==> src/rtl/fft_frame_sequencer_if.sv <==
// Bundle of the sample stream, fft_top core handshake and bin output path used by
// fft_frame_sequencer. master = sequencer side, slave = environment side.
interface fft_frame_sequencer_if #(
    parameter int ADDR_WIDTH = 8,
    parameter int DATA_WIDTH = 12
);
    // Sample stream: a transfer occurs on every clk where samp_valid && samp_ready;
    // samp_data must be stable while samp_valid is high, samp_ready never waits on samp_valid.
    logic                  samp_valid;
    logic [DATA_WIDTH-1:0] samp_data;
    logic                  samp_ready;

    logic                  fft_start;
    logic                  fft_tready;
    logic [DATA_WIDTH-1:0] fft_data_in;
    logic [ADDR_WIDTH-1:0] fft_addr_in;
    logic                  fft_data_in_en;
    logic                  fft_done;
    logic                  fft_rd_en;
    logic [ADDR_WIDTH-1:0] fft_rd_addr;
    logic [DATA_WIDTH-1:0] fft_rd_data;

    logic                  out_valid;
    logic [DATA_WIDTH-1:0] out_data;
    logic [ADDR_WIDTH-1:0] out_bin;
    logic                  out_last;

    modport master (
        input  samp_valid, samp_data, fft_tready, fft_done, fft_rd_data,
        output samp_ready, fft_start, fft_data_in, fft_addr_in, fft_data_in_en,
               fft_rd_en, fft_rd_addr, out_valid, out_data, out_bin, out_last
    );

    modport slave (
        output samp_valid, samp_data, fft_tready, fft_done, fft_rd_data,
        input  samp_ready, fft_start, fft_data_in, fft_addr_in, fft_data_in_en,
               fft_rd_en, fft_rd_addr, out_valid, out_data, out_bin, out_last
    );
endinterface

==> src/rtl/fft_frame_sequencer.sv <==
// Frame controller for the fft_top core: request, load N_POINTS samples, wait for done,
// stream N_OUT bins out, with a watchdog on the core handshake and transform states.
module fft_frame_sequencer #(
    parameter int ADDR_WIDTH = 8,
    parameter int DATA_WIDTH = 12,
    parameter int N_POINTS   = 256,
    parameter int N_OUT      = 128,
    parameter int TO_CYCLES  = 65535
) (
    input  logic                 clk,
    input  logic                 rst,
    input  logic                 run,
    input  logic                 trig,
    fft_frame_sequencer_if.master bus,
    output logic                 busy,
    output logic [15:0]          frame_cnt,
    output logic                 err_timeout,
    output logic [2:0]           state_dbg
);
    typedef enum logic [2:0] {
        S_IDLE = 3'd0,
        S_REQ  = 3'd1,
        S_LOAD = 3'd2,
        S_CALC = 3'd3,
        S_READ = 3'd4,
        S_DONE = 3'd5
    } state_t;

    localparam logic [ADDR_WIDTH-1:0] LAST_WR = ADDR_WIDTH'(N_POINTS - 1);
    localparam logic [ADDR_WIDTH-1:0] LAST_RD = ADDR_WIDTH'(N_OUT - 1);
    localparam logic [15:0]           WD_LAST = 16'(TO_CYCLES - 1);

    state_t                state, next_state;
    logic [ADDR_WIDTH-1:0] wr_cnt;
    logic [ADDR_WIDTH-1:0] rd_cnt;
    logic [15:0]           wd_cnt;
    logic                  samp_fire;
    logic                  wd_expire;

    assign samp_fire = bus.samp_valid & bus.samp_ready;

    always_ff @(posedge clk) begin
        if (rst) state <= S_IDLE;
        else     state <= next_state;
    end

    // wd_cnt holds the number of cycles already spent in the current REQ/CALC visit.
    always_comb begin
        next_state = state;
        wd_expire  = 1'b0;
        case (state)
            S_IDLE: if (run || trig) next_state = S_REQ;
            S_REQ: begin
                if (bus.fft_tready) next_state = S_LOAD;
                else if (wd_cnt == WD_LAST) begin
                    next_state = S_IDLE;
                    wd_expire  = 1'b1;
                end
            end
            S_LOAD: if (samp_fire && wr_cnt == LAST_WR) next_state = S_CALC;
            S_CALC: begin
                if (bus.fft_done) next_state = S_READ;
                else if (wd_cnt == WD_LAST) begin
                    next_state = S_IDLE;
                    wd_expire  = 1'b1;
                end
            end
            S_READ: if (rd_cnt == LAST_RD) next_state = S_DONE;
            S_DONE: next_state = run ? S_REQ : S_IDLE;
            default: next_state = S_IDLE;
        endcase
    end

    always_comb begin
        bus.fft_start  = (state == S_REQ);
        bus.samp_ready = (state == S_LOAD);
        bus.fft_rd_en  = (state == S_READ);
        busy           = (state != S_IDLE);
        state_dbg      = state;
    end

    assign bus.fft_rd_addr = rd_cnt;
    // Read data arrives from the core one cycle after the strobe, aligned with out_valid.
    assign bus.out_data    = bus.out_valid ? bus.fft_rd_data : {DATA_WIDTH{1'b0}};

    always_ff @(posedge clk) begin
        if (rst) begin
            wr_cnt             <= '0;
            rd_cnt             <= '0;
            wd_cnt             <= '0;
            bus.fft_data_in_en <= 1'b0;
            bus.fft_data_in    <= '0;
            bus.fft_addr_in    <= '0;
            bus.out_valid      <= 1'b0;
            bus.out_bin        <= '0;
            bus.out_last       <= 1'b0;
            frame_cnt          <= '0;
            err_timeout        <= 1'b0;
        end else begin
            bus.fft_data_in_en <= samp_fire;
            if (samp_fire) begin
                bus.fft_data_in <= bus.samp_data;
                bus.fft_addr_in <= wr_cnt;
                wr_cnt          <= wr_cnt + 1'b1;
            end else if (state != S_LOAD) begin
                wr_cnt <= '0;
            end

            rd_cnt       <= (state == S_READ) ? rd_cnt + 1'b1 : '0;
            bus.out_valid <= (state == S_READ);
            bus.out_bin   <= rd_cnt;
            bus.out_last  <= (state == S_READ) && (rd_cnt == LAST_RD);

            if (next_state != state) wd_cnt <= '0;
            else if (state == S_REQ || state == S_CALC) wd_cnt <= wd_cnt + 1'b1;

            if (state == S_DONE) frame_cnt <= frame_cnt + 1'b1;
            if (wd_expire) err_timeout <= 1'b1;
        end
    end
endmodule
==> src/flat_wrapper.sv <==
// flat-port wrapper written by rule: the top's interface ports become plain ports
module fft_frame_sequencer_flat 
#(
    parameter int ADDR_WIDTH = 8,
    parameter int DATA_WIDTH = 12,
    parameter int N_POINTS   = 256,
    parameter int N_OUT      = 128,
    parameter int TO_CYCLES  = 65535
)
  (clk, rst, run, trig, busy, frame_cnt, err_timeout, state_dbg, bus_samp_valid, bus_samp_data, bus_fft_tready, bus_fft_done, bus_fft_rd_data, bus_samp_ready, bus_fft_start, bus_fft_data_in, bus_fft_addr_in, bus_fft_data_in_en, bus_fft_rd_en, bus_fft_rd_addr, bus_out_valid, bus_out_data, bus_out_bin, bus_out_last);
  fft_frame_sequencer_if #(.ADDR_WIDTH(ADDR_WIDTH), .DATA_WIDTH(DATA_WIDTH)) bus_i ();
  input  logic clk;
  input  logic rst;
  input  logic run;
  input  logic trig;
  output logic busy;
  output logic [15:0] frame_cnt;
  output logic err_timeout;
  output logic [2:0] state_dbg;
  input wire logic [$bits(bus_i.samp_valid)-1:0] bus_samp_valid;
  input wire logic [$bits(bus_i.samp_data)-1:0] bus_samp_data;
  input wire logic [$bits(bus_i.fft_tready)-1:0] bus_fft_tready;
  input wire logic [$bits(bus_i.fft_done)-1:0] bus_fft_done;
  input wire logic [$bits(bus_i.fft_rd_data)-1:0] bus_fft_rd_data;
  output wire logic [$bits(bus_i.samp_ready)-1:0] bus_samp_ready;
  output wire logic [$bits(bus_i.fft_start)-1:0] bus_fft_start;
  output wire logic [$bits(bus_i.fft_data_in)-1:0] bus_fft_data_in;
  output wire logic [$bits(bus_i.fft_addr_in)-1:0] bus_fft_addr_in;
  output wire logic [$bits(bus_i.fft_data_in_en)-1:0] bus_fft_data_in_en;
  output wire logic [$bits(bus_i.fft_rd_en)-1:0] bus_fft_rd_en;
  output wire logic [$bits(bus_i.fft_rd_addr)-1:0] bus_fft_rd_addr;
  output wire logic [$bits(bus_i.out_valid)-1:0] bus_out_valid;
  output wire logic [$bits(bus_i.out_data)-1:0] bus_out_data;
  output wire logic [$bits(bus_i.out_bin)-1:0] bus_out_bin;
  output wire logic [$bits(bus_i.out_last)-1:0] bus_out_last;
  assign bus_i.samp_valid = bus_samp_valid;
  assign bus_i.samp_data = bus_samp_data;
  assign bus_i.fft_tready = bus_fft_tready;
  assign bus_i.fft_done = bus_fft_done;
  assign bus_i.fft_rd_data = bus_fft_rd_data;
  assign bus_samp_ready = bus_i.samp_ready;
  assign bus_fft_start = bus_i.fft_start;
  assign bus_fft_data_in = bus_i.fft_data_in;
  assign bus_fft_addr_in = bus_i.fft_addr_in;
  assign bus_fft_data_in_en = bus_i.fft_data_in_en;
  assign bus_fft_rd_en = bus_i.fft_rd_en;
  assign bus_fft_rd_addr = bus_i.fft_rd_addr;
  assign bus_out_valid = bus_i.out_valid;
  assign bus_out_data = bus_i.out_data;
  assign bus_out_bin = bus_i.out_bin;
  assign bus_out_last = bus_i.out_last;
  fft_frame_sequencer #(.ADDR_WIDTH(ADDR_WIDTH), .DATA_WIDTH(DATA_WIDTH), .N_POINTS(N_POINTS), .N_OUT(N_OUT), .TO_CYCLES(TO_CYCLES)) u_core (.clk(clk), .rst(rst), .run(run), .trig(trig), .bus(bus_i), .busy(busy), .frame_cnt(frame_cnt), .err_timeout(err_timeout), .state_dbg(state_dbg));
endmodule
==> config.mk <==
export PLATFORM = sky130hd
export DESIGN_NAME = fft_frame_sequencer_flat
export DESIGN_NICKNAME = d
export VERILOG_FILES = /design/src/rtl/fft_frame_sequencer_if.sv /design/src/rtl/fft_frame_sequencer.sv /design/src/flat_wrapper.sv
export SDC_FILE = /design/constraint.sdc
export NUM_CORES = 1
export LEC_CHECK = 0
export ABC_AREA = 0
export BUFFER_PORTS_ARGS = -buffer_cell sky130_fd_sc_hd__buf_4
export CAP_MARGIN = 20
export CORE_MARGIN = 2
export CORE_UTILIZATION = 45
export DETAILED_ROUTE_END_ITERATION = 8
export PLACE_DENSITY = 0.82
export SLEW_MARGIN = 0
export SYNTH_ARGS = -nofsm -noshare
export SYNTH_HDL_FRONTEND = slang
export SYNTH_SLANG_ARGS = --single-unit
==> constraint.sdc <==
create_clock -name clk -period 2.15 [get_ports clk]
set_clock_uncertainty 0.05 [all_clocks]
set_input_delay 0.3225 -clock clk [delete_from_list [all_inputs] [get_ports clk]]
set_output_delay 0.3225 -clock clk [all_outputs]
set_load 0.01 [all_outputs]
After elaboration in Yosys (flattened, before gate mapping)
Cells that the tools add are included.

word-level totals
  register bits = 83
  latch bits = 0
  RAM bits = 0
  bits in read-only memories = 0
  input port bits = 31
  output and inout port bits = 75
  logic and storage cells = 52
  memories = 0

operators by class
  add/sub/neg operators = 4
  multiply operators = 0
  divide/modulo/power cells = 0
  magnitude comparators = 0
  equality and inequality tests = 10
  shifts and indexed selects = 0
  muxes and demuxes = 15
  bitwise operators = 2
  reductions and logical operators = 9

operators by type and width
  kind                                                   number
  adder 16 x 1 -> 16 bit, second input constant          2
  2-to-1 mux 3 bit                                       6
  one-hot mux 3 bit (6 select lines)                     1
  adder 8 x 1 -> 8 bit, second input constant            2
  equality test 16 bit, second input constant            1
  2-to-1 mux 8 bit                                       2
  2-to-1 mux 12 bit                                      1
  equality test 8 x 7 -> 1 bit, second input constant    1
  equality test 8 bit, second input constant             1
  equality test 3 x 2 -> 1 bit, second input constant    2
  equality test 3 bit, second input constant             2
  2-to-1 mux 1 bit                                       4
  OR reduction 2 bit                                     2
  equality test 3 x 1 -> 1 bit, second input constant    1
  zero test 3 bit                                        1
  inequality test 3 x 2 -> 1 bit, second input constant  1
  inequality test 3 bit                                  1
  nonzero test 3 bit                                     1
  logical AND 1 bit                                      2
  logical OR 1 bit                                       2
  one-hot mux 1 bit (2 select lines)                     1
  nonzero test 2 bit                                     1
  bitwise AND 1 bit                                      1
  NOT 1 bit                                              1

Longest topological paths before layout
Gate-level depths: netlist of the first run.

  depth after elaboration = 7
  depth in mapped cells = 8
  depth with buffers taken out = 7

Worst setup path after synthesis of the first run
OpenSTA, ideal clock, no wires.

  path type = register to register
  start point = register u_core.wd_cnt[0]
  end point = register u_core.wd_cnt[1]
  setup time = 0.103 ns
  data arrival time = 1.667 ns
  required time = 1.997 ns
  setup slack = 0.329 ns
  cell stages (with the launch flop) = 8
  buffers on the path = 0
  period minus slack after synthesis = 1.821 ns
  cells stage by stage = dfxtp_1 -> inv_1 -> ha_1 -> nand4_1 -> nor4_4 -> o22ai_2 -> mux2i_4 -> a2111oi_2

on the way
  cells in the longest elaborated chain, start to end = 6
  elaborated cells between the ends (all ways) = 8
  classes of those cells = add/sub: 1; eq/ne: 2; mux: 4; reduce/logical: 1

ends and longest elaborated chain
  element                              RTL line                                              source
  start, declared                      fft_frame_sequencer.sv:36                             logic [15:0] wd_cnt;
  start signal, assigned               fft_frame_sequencer.sv:115                            else if (state == S_REQ || state == S_CALC) wd_cnt <= wd_cnt + 1'b1;
  equality test 16 bit                 fft_frame_sequencer.sv:55, fft_frame_sequencer.sv:63
  2-to-1 mux 3 bit                     fft_frame_sequencer.sv:55, fft_frame_sequencer.sv:63
  2-to-1 mux 3 bit (on tied branches)  fft_frame_sequencer.sv:62, fft_frame_sequencer.sv:54
  one-hot mux 3 bit (6 select lines)   fft_frame_sequencer.sv:51                             case (state)
  inequality test 3 bit                fft_frame_sequencer.sv:114                            if (next_state != state) wd_cnt <= '0;
  OR reduction 2 bit (no source line)  -

Several ways; a longest one is shown, not always the timed one.
A chain may end at the register's enable or synchronous reset.

Final worst setup path of the first run
  start point = register u_core.state[0] (netlist: u_core.state_dbg[0])
  end point = output port bus_fft_rd_en

on the way
  cells in the longest elaborated chain, start to end = 1

ends and longest elaborated chain
  element                 RTL line                   source
  start, declared         fft_frame_sequencer.sv:33  state_t state, next_state;
  start signal, assigned  fft_frame_sequencer.sv:44  else state <= next_state;
  equality test 3 bit     fft_frame_sequencer.sv:77  bus.fft_rd_en = (state == S_READ);
  end, declared           flat_wrapper.sv:30         output wire logic [$bits(bus_i.fft_rd_en)-1:0] bus_fft_rd_en;

Every way passes these cells.

==> results.ini, run 1 <==
[cts]
postCtsSetupBuffers=0
cts_resized=0
cts_tree=built
clk_latency_ns=0.36
clk_pin_slew_ns=0.09
htreeDepth=3
root_buffer=clkbuf_8
hold_buffers=0
clk_path_buf_depth=2
numCtsBuffers=9
clock_sinks=83

[sta]
slew-limit-headroom=0.5187
setup_tns_ns=0
setup_violations=0
hold_viol_final=0
rsz0062_at_grt=false
timing.hold.ws_ns=0.1489
timing.fmax_ghz=0.5075
worstMarginPinSlew_ns=0.7220
slew_viol_final=0
fin_crit_sh=0.9164
finalCriticalPeriod_ns=1.970

[final_layout]
num_antenna_cells=0
regArea_sq_um=1662
fillerInstances=680
final_util=0.6041
nets=538
multiInputGateArea_sq_um=1748
design_area_sq_um=4619
drive_above_1_share=0.2860
synthToLayoutAreaGrowth_pct=30.74

[yosys]
yosys-top-cells-count=83 x dfxtp_1, 57 x nand2_1, 45 x nor2_1
async_reset_ff_frac=0
synth_area_per_cell_sq_um=8.833
synth_top_family_by_area=simple AND/OR/NAND/NOR gates
syn-num-nets=436
synth-warning-count=0
synth_top_area_share=0.4703
synth_largest_area_cell=dfxtp_1
seq_area_frac_synth=0.4703
synthFlopType=dfxtp_1
synth_xor_area_frac=0.1016
synthSimpleGateAreaFrac=0.2989
synth_compound_area_frac=0.06161
synth_cells=400
netlist_area_sq_um=3533
synth.mux.area_fraction=0.01487
ys_top_cells_by_area=dfxtp_1 47%, xor2_1 7.2%, nand2_1 6.1%, nor2_1 4.8%, a21oi_1 3.1%
synth_edf_count=0
synth-seq-cells=83
ys_types=45
synth_most_common_cell=dfxtp_1
synthAdderAreaFrac=0.01771

[grt]
grt_pass1_wl_microns=13370
grt_overflow_total=0
antenna_found_initial=0
grt_usage=0.1939
grt_pass1_vias=2857
grt_max_degree=36

[power_and_ir_drop]
ir_drop_mv=0.3502
power.density_nw_per_um2=642.0
p_total_mw=2.966
power_leakage_nw=1.949

[setup_path]
r2r_cells=6
critical_path_class=flop to primary output
worstSetupStartpointType=flop
critPathRequiredTime_ns=1.78
cp-end-kind=primary output
arrival_ns=1.60
rrSetupSlack_ns=0.19
reg2reg_to=u_core.wd_cnt[3]$_SDFFE_PP0P_
reg2reg_from=u_core.state_dbg[0]$_SDFF_PP0_
crit_fanout=15

[die]
initial_utilization=0.4620
io_pins=106
die-area_sq_um=8577
core_area_sq_um=7647
die_w_microns=92.61
die_h_microns=92.61
std_cell_rows=32

[job]
drv_cap=0

[route]
drtPass1Iterations=4
vias=3037
ant_nets=0
wl_per_cell_microns=13.25
drtIter0Drc=153
viasPerCell=4.987
drc=0
routed_wl_microns=8070

[worst_hold_path]
min_from=bus_samp_data[9]
min_delay_worst_endpoint=u_core.bus.fft_data_in[9]$_SDFFE_PP0P_
hold_depth=3
min_path_type=primary input to flop

[placement]
io_buffers=105
gp_congestion=0.7610
dpl_cell_area_sq_um=4415
hpwlAfterDp_microns=5891

[status]
outcome=finished, final reports clean

flip-flops by register name (all words and copies together) (netlist names):
signal / flops
u_core.bus.out_valid: 1
u_core.state_dbg: 3
u_core.frame_cnt: 16
u_core.wr_cnt: 8
u_core.bus.fft_addr_in: 8
u_core.bus.fft_data_in: 12
u_core.bus.fft_rd_addr: 8
u_core.bus.out_last: 1
u_core.err_timeout: 1
u_core.bus.fft_data_in_en: 1
u_core.wd_cnt: 16
u_core.bus.out_bin: 8
worst max path at each step:
stage | from | slack, ns | to | depth (start not counted)
2_1_floorplan | u_core.wd_cnt[0]$_SDFFE_PP0P_ | 0.33 | u_core.wd_cnt[1]$_SDFFE_PP0P_ | 7
3_3_place_gp | u_core.bus.fft_rd_addr[0]$_SDFF_PP0_ | 0.29 | u_core.wd_cnt[3]$_SDFFE_PP0P_ | 7
3_5_place_dp | u_core.state_dbg[0]$_SDFF_PP0_ | 0.22 | u_core.wd_cnt[4]$_SDFFE_PP0P_ | 6
4_1_cts | u_core.state_dbg[0]$_SDFF_PP0_ | 0.19 | bus_fft_rd_en | 4
5_1_grt | u_core.state_dbg[0]$_SDFF_PP0_ | 0.03 | u_core.wd_cnt[3]$_SDFFE_PP0P_ | 6
6_report | u_core.state_dbg[0]$_SDFF_PP0_ | 0.18 | bus_fft_rd_en | 4
worst max-delay path: stages, from the launching register on:
cell      delay [ns]
dfxtp_1         0.68
inv_1           0.15
nand3b_1        0.16
inv_1           0.10
buf_4           0.15
report_power, final:
part           switching, mW  internal [mW]  total (mW)
sequential            0.0229           1.55        1.57
clock                  0.560          0.572        1.13
combinational          0.138          0.122       0.260
logic make-up (layout without fill, tap and decap cells):
family / after synthesis / count (layout)
buffers and inverters: 29 / 136
adders and majority gates: 5 / 5
and+or+nand+nor: 203 / 203
muxes: 4 / 4
xor gates and xnor gates: 41 / 41
AOI/OAI and AO/OA: 35 / 35
DFF: 83 / 83
routing by layer:
metal  track usage  vias up  wire length [microns]  share of wire
met4       0.08333        0                    115          0.014
met2        0.3224       71                   3977           0.49
met5             0        -                      0              0
met3       0.04882       14                    505          0.063
met1        0.2386     1427                   3472           0.43
li1              -     1525                      -              -
cell usage in the layout, fill, tap and decap left out, types with 5 or more instances in the layout:
cell type / n
a21oi_1: 22
and2_1: 16
and3_1: 10
buf_4: 114
clkbuf_8: 10
dfxtp_1: 83
ha_1: 5
inv_1: 6
nand2_1: 57
nand2b_1: 5
nand3_1: 19
nand4_1: 10
nor2_1: 45
nor2b_1: 9
nor3_1: 10
nor3_2: 9
xnor2_1: 12
xor2_1: 29
through the flow:
step / instances / setup slack (ns)
floorplan: 400 / 0.3292
global placement: 593 / 0.2881
detailed placement: 593 / 0.2229
CTS: 609 / 0.1870
global route: 609 / 0.02814
finish: 609 / 0.1797
layout make-up:
class	instances	share of cell area
inverter	6	0.004875
multi-input combinational	288	0.3784
sequential	83	0.3597
clock buffer	11	0.03061
timing repair buffer	114	0.1853
clock inverter	5	0.01354
tap	102	0.02763
No activity file was read; power rests on OpenSTA's default activity.
==> run 2: changes to the inputs <==
CORE_MARGIN = not set   (was 2)
==> run 2 against run 1 <==
Net effect: sequential cell count unchanged; utilization increased by 1.6 points; routed wire length increased by 0.32%.
==> results.ini, run 2 (synthesis gave the netlist of run 1 again) <==
[setup_path]
critical_path_class=flop to primary output
r2r_cells=6  ; unchanged
worstSetupStartpointType=flop
critPathRequiredTime_ns=1.78  ; about the same
rrSetupSlack_ns=0.20  ; about the same
arrival_ns=1.62  ; +0.02 ns
crit_fanout=15  ; unchanged
cp-end-kind=primary output
reg2reg_to=u_core.wd_cnt[15]$_SDFFE_PP0P_
reg2reg_from=u_core.state_dbg[0]$_SDFF_PP0_
worstSetupEndpoint=bus_fft_start
startpoint=u_core.state_dbg[0]$_SDFF_PP0_

[power_and_ir_drop]
seq_power_share=0.552  ; +0.022
internal_power_mw=2.133  ; -5.0%
power_frac_comb=0.094  ; +0.006
pwr-share-clk=0.354  ; -0.028
power_leakage_nw=1.939  ; -0.50%
power.density_nw_per_um2=619.9  ; -3.4%
p_total_mw=2.850  ; -3.9%
switching_share=0.2515  ; +0.008501
ir_drop_mv=0.5069  ; +45%
power_switching_uw=716.8  ; -0.55%

[die]
std_cell_rows=31  ; -3.1%
core_area_sq_um=7408  ; -3.1%
die_w_microns=90.61  ; -2.2%
die_h_microns=90.61  ; -2.2%
io_pins=106  ; unchanged
die-area_sq_um=8210  ; -4.3%
initial_utilization=0.4769  ; +0.01490

[grt]
grt_pass1_wl_microns=13960  ; +4.4%
antenna_found_initial=0  ; unchanged
grt_usage=0.2114  ; +0.01758
grt_max_degree=52  ; +44%
grt_pass1_vias=3033  ; +6.2%
grt_overflow_total=0  ; unchanged

[cts]
root_buffer=clkbuf_8
cts_tree=built
htreeDepth=3  ; unchanged
clk_latency_ns=0.36  ; about the same
clock_sinks=83  ; unchanged
clk_pin_slew_ns=0.09  ; about the same
clk_path_buf_depth=2  ; unchanged
numCtsBuffers=9  ; unchanged
hold_buffers=0  ; unchanged

[sta]
finalCriticalPeriod_ns=1.989  ; +0.01837 ns
worstMarginPinSlew_ns=0.5431  ; -0.1789 ns
slew_viol_final=0  ; unchanged
rsz0062_at_grt=false
setup_tns_ns=0  ; unchanged
timing.fmax_ghz=0.5028  ; -0.92%
setup_slack_ns=0.1613  ; -0.01837 ns
hold_viol_final=0  ; unchanged
timing.hold.ws_ns=0.1551  ; +0.006199 ns
setup_violations=0  ; unchanged
slew-limit-headroom=0.6375  ; +0.1188
fin_crit_sh=0.9250  ; +0.008545

[route]
drc=0  ; unchanged
wl_per_cell_microns=13.38  ; +0.99%
ant_nets=0  ; unchanged
drtPass1Iterations=4  ; unchanged
routed_wl_microns=8096  ; +0.32%
viasPerCell=5.045  ; +1.2%
drtIter0Drc=87  ; -43%
vias=3052  ; +0.49%

[placement]
dpl_cell_area_sq_um=4417  ; about the same
dp_slack_ns=0.2112  ; -0.01168 ns
hpwlAfterDp_microns=5926  ; +0.59%
gp_congestion=0.8165  ; +7.3%
io_buffers=105  ; unchanged

[final_layout]
num_antenna_cells=0  ; unchanged
nets=537  ; -0.19%
synthToLayoutAreaGrowth_pct=30.10
layout_commonest_cell=buf_4
final_cell_mix=112 x buf_4, 83 x dfxtp_1, 57 x nand2_1, 45 x nor2_1, 29 x xor2_1
design_area_sq_um=4597  ; -0.49%
multiInputGateArea_sq_um=1749  ; about the same
regArea_sq_um=1662  ; unchanged
drive_above_1_share=0.2866  ; +0.0005652
top_regs=u_core.frame_cnt: 16 flops, u_core.wd_cnt: 16 flops, u_core.bus.fft_data_in: 12 flops
fillerInstances=623  ; -8.4%

[worst_hold_path]
min_path_type=primary input to flop

[status]
outcome=finished, final reports clean

[job]
drv_cap=0  ; unchanged

[run 2: power groups by stage]
stage	combinational (mW)	sequential, mW	clock, mW
3_3_place_gp	0.262	1.61	0
6_report	0.268	1.57	1.01
4_1_cts	0.270	1.57	1.04
2_1_floorplan	0.156	1.60	0
5_1_grt	0.292	1.58	1.12
3_5_place_dp	0.269	1.61	0
[run 2: worst max-delay path: stages, from the launching register on]
cell,delay (ns)
dfxtp_1,0.67
inv_1,0.15
nor3_1,0.27
buf_4,0.18
[run 2: metal layers]
| layer | global-route usage | part of all wire |
|---|---|---|
| met3 | 0.08081 | 0.058 |
| met4 | 0.05914 | 0.014 |
| met2 | 0.3611 | 0.50 |
| met5 | 0 | 0 |
| met1 | 0.2453 | 0.42 |
[run 2: timing repair]
action | CTS | global route
setup buffers | 0 | 0
resized for setup | 0 | 1
setup endpoints to repair | 0 | 2
[run 2: final cells by class]
type,count,area share
Multi-Input combinational cell,288,0.3805
Sequential cell,83,0.3615
Timing Repair Buffer,113,0.1873
Clock buffer,11,0.03076
Tap cell,99,0.02695
Clock inverter,5,0.008165
Inverter,6,0.004899
[run 2: how the worst min path moves through the flow]
stage | startpoint | to | slack, ns | cells past startpoint
6_report | bus_samp_data[7] | u_core.bus.fft_data_in[7]$_SDFFE_PP0P_ | 0.16 | 3
5_1_grt | bus_samp_data[9] | u_core.bus.fft_data_in[9]$_SDFFE_PP0P_ | 0.14 | 3
4_1_cts | bus_samp_data[9] | u_core.bus.fft_data_in[9]$_SDFFE_PP0P_ | 0.14 | 3
3_5_place_dp | u_core.bus.fft_data_in[11]$_SDFFE_PP0P_ | u_core.bus.fft_data_in[11]$_SDFFE_PP0P_ | 0.40 | 2
3_3_place_gp | u_core.bus.fft_data_in[9]$_SDFFE_PP0P_ | u_core.bus.fft_data_in[9]$_SDFFE_PP0P_ | 0.39 | 2
2_1_floorplan | u_core.wr_cnt[3]$_SDFFE_PP0P_ | u_core.bus.fft_addr_in[3]$_SDFFE_PP0P_ | 0.39 | 2
[run 2: stage by stage]
stage / util / instances
2_1_floorplan: - / 400
3_3_place_gp: 0.5962 / 589
3_5_place_dp: 0.5962 / 589
4_1_cts: 0.6203 / 605
5_1_grt: 0.6205 / 605
6_report: 0.6205 / 605
==> run 3: changes to the inputs <==
PLACE_DENSITY = 0.72   (was 0.82)
==> run 3 against run 2 <==
Net effect: global-route usage increased by 0.17 points; critical path depth increased by 1; non-clock buffer count increased by 1; maximum frequency increased by 1.8%; clock power increased by 28%; design area increased by 1.0%; die area unchanged; worst hold slack got worse by 0.0098 ns; combinational power about the same; via count decreased by 2.0%; first-iteration DRC count increased by 63%; routed wire length increased by 1.7%.
==> results.ini, run 3 (synthesis gave the netlist of run 1 again) <==
[status]
outcome=finished, final reports clean

[setup_path]
cpMaxStageDelayCell=and2_1
arrival_ns=2.20  ; +0.58 ns
critical_path_class=flop to flop
r2r_cells=4  ; -2
critPathRequiredTime_ns=2.39  ; +0.61 ns
path_delay_family=simple AND/OR/NAND/NOR gates
reg2reg_from=u_core.state_dbg[1]$_SDFF_PP0_
cp-end-kind=flop
cpPeakStageDelay_ns=0.66  ; about the same
worstSetupStartpointType=flop
rrSetupSlack_ns=0.20  ; about the same
reg2reg_to=u_core.bus.fft_data_in[0]$_SDFFE_PP0P_
path_depth=4  ; +1
path_cells=nor3b_2, and2_1, nand2_1, a21oi_1
crit_fanout=20  ; +5
cp_num_buf_inv=0  ; -2

[sta]
rsz0062_at_grt=false
setup_violations=0  ; unchanged
fin_crit_sh=0.9083  ; -0.01670
setup_tns_ns=0  ; unchanged
timing.fmax_ghz=0.5121  ; +1.8%
setup_slack_ns=0.1972  ; +0.03591 ns
finalCriticalPeriod_ns=1.953  ; -0.03591 ns
worstMarginPinSlew_ns=0.7244  ; +0.1813 ns
slew_viol_final=0  ; unchanged
slew-limit-headroom=0.5171  ; -0.1204
hold_viol_final=0  ; unchanged

[cts]
clk_latency_ns=0.36  ; about the same
cts_tree=built
htreeDepth=3  ; unchanged
clock_sinks=83  ; unchanged
postCtsSetupBuffers=0  ; unchanged
clk_path_buf_depth=2  ; unchanged
root_buffer=clkbuf_8
cts_resized=0  ; unchanged
clk_pin_slew_ns=0.09  ; about the same
numCtsBuffers=9  ; unchanged
hold_buffers=0  ; unchanged

[final_layout]
final_cell_mix=114 x buf_4, 83 x dfxtp_1, 57 x nand2_1, 45 x nor2_1, 29 x xor2_1
nets=538  ; +0.19%
fillerInstances=648  ; +4.0%
top_regs=u_core.frame_cnt: 16 flops, u_core.wd_cnt: 16 flops, u_core.bus.fft_data_in: 12 flops
synthToLayoutAreaGrowth_pct=31.44
regArea_sq_um=1662  ; unchanged
drive_above_1_share=0.2880  ; +0.001407
multiInputGateArea_sq_um=1748  ; about the same
num_antenna_cells=0  ; unchanged
layout_commonest_cell=buf_4

[route]
routed_wl_microns=8231  ; +1.7%
vias=2990  ; -2.0%
ant_nets=0  ; unchanged
drtPass1Iterations=4  ; unchanged
wl_per_cell_microns=13.58  ; +1.5%
drc=0  ; unchanged
drtIter0Drc=142  ; +63%
viasPerCell=4.934  ; -2.2%

[die]
io_pins=106  ; unchanged
die_h_microns=90.61  ; unchanged
initial_utilization=0.4769  ; unchanged
die_w_microns=90.61  ; unchanged
core_area_sq_um=7408  ; unchanged
std_cell_rows=31  ; unchanged
die-area_sq_um=8210  ; unchanged

[worst_hold_path]
hold_depth=3  ; unchanged
min_from=bus_samp_data[3]
min_delay_worst_endpoint=u_core.bus.fft_data_in[3]$_SDFFE_PP0P_
min_path_type=primary input to flop

[grt]
grt_overflow_total=0  ; unchanged
grt_max_degree=34  ; -35%
antenna_found_initial=0  ; unchanged
grt_pass1_vias=2980  ; -1.7%
grt_usage=0.2132  ; +0.001741
grt_pass1_wl_microns=14080  ; +0.89%

[power_and_ir_drop]
power.density_nw_per_um2=674.1  ; +8.7%
power_leakage_nw=1.972  ; +1.7%
ir_drop_mv=0.4467  ; -12%

[placement]
hpwlAfterDp_microns=5957  ; +0.52%
io_buffers=105  ; unchanged
dp_slack_ns=0.2185  ; +0.007275 ns
gp_congestion=0.8309  ; +1.8%

[job]
drv_cap=0  ; unchanged

==> run 3: cell types whose count changed in the layout (fill, tap and decap cells not counted), sizes merged <==
cell / before / now
bufinv: 0 / 2
inv: 7 / 8
clkbuf: 11 / 10
clkinvlp: 2 / 0
buf: 113 / 114
==> run 3: worst max-delay path by stage <==
stage	from	to
CTS	u_core.state_dbg[1]$_SDFF_PP0_	u_core.bus.fft_data_in[0]$_SDFFE_PP0P_
global placement	u_core.state_dbg[1]$_SDFF_PP0_	u_core.wd_cnt[4]$_SDFFE_PP0P_
global route	u_core.state_dbg[1]$_SDFF_PP0_	u_core.bus.fft_data_in[0]$_SDFFE_PP0P_
finish	u_core.state_dbg[1]$_SDFF_PP0_	u_core.bus.fft_data_in[0]$_SDFFE_PP0P_
detailed placement	u_core.state_dbg[1]$_SDFF_PP0_	u_core.bus.fft_data_in[0]$_SDFFE_PP0P_
floorplan	u_core.wd_cnt[0]$_SDFFE_PP0P_	u_core.wd_cnt[1]$_SDFFE_PP0P_
==> run 3: area by class of cell <==
cell class,instances,share of cell area
Clock buffer,10,0.02963
Clock inverter,6,0.02047
Inverter,6,0.004849
Multi-Input combinational cell,288,0.3763
Sequential cell,83,0.3578
Tap cell,99,0.02667
Timing Repair Buffer,114,0.1843
==> run 3: through the flow <==
step / hold slack [ns] / instance area [sq um] / total power [mW] / utilization / cells
after floorplan: 0.3908 / 3533 / 1.758 / - / 400
after global placement: 0.3941 / 4412 / 1.870 / 0.5955 / 590
after detailed placement: 0.3974 / 4412 / 1.876 / 0.5955 / 590
after CTS: 0.1388 / 4644 / 3.153 / 0.6269 / 606
after global routing: 0.1407 / 4644 / 3.254 / 0.6269 / 606
final: 0.1452 / 4644 / 3.131 / 0.6269 / 606
==> run 3: power by group <==
| group | switching, mW | internal, mW | leakage [nW] |
|---|---|---|---|
| Combinational | 0.145 | 0.125 | 1.18 |
| Clock | 0.594 | 0.698 | 0.117 |
| Sequential | 0.0188 | 1.55 | 0.669 |
| Total | 0.758 | 2.37 | 1.97 |
==> run 3: metal layers <==
layer  vias to the layer above  part of all wire  global-route usage  wire length [microns]
met3                        13             0.047             0.05135                    388
met4                         0             0.019             0.08737                    155
met5                         -                 0                   0                      0
met1                      1393              0.44              0.2621                   3645
li1                       1524                 -                   -                      -
met2                        60              0.49              0.3561                   4041
==> run 3: tightest hold or removal path: stages <==
cell,delay (ns)
buf_4,0.11
nand2_1,0.04
a21oi_1,0.05
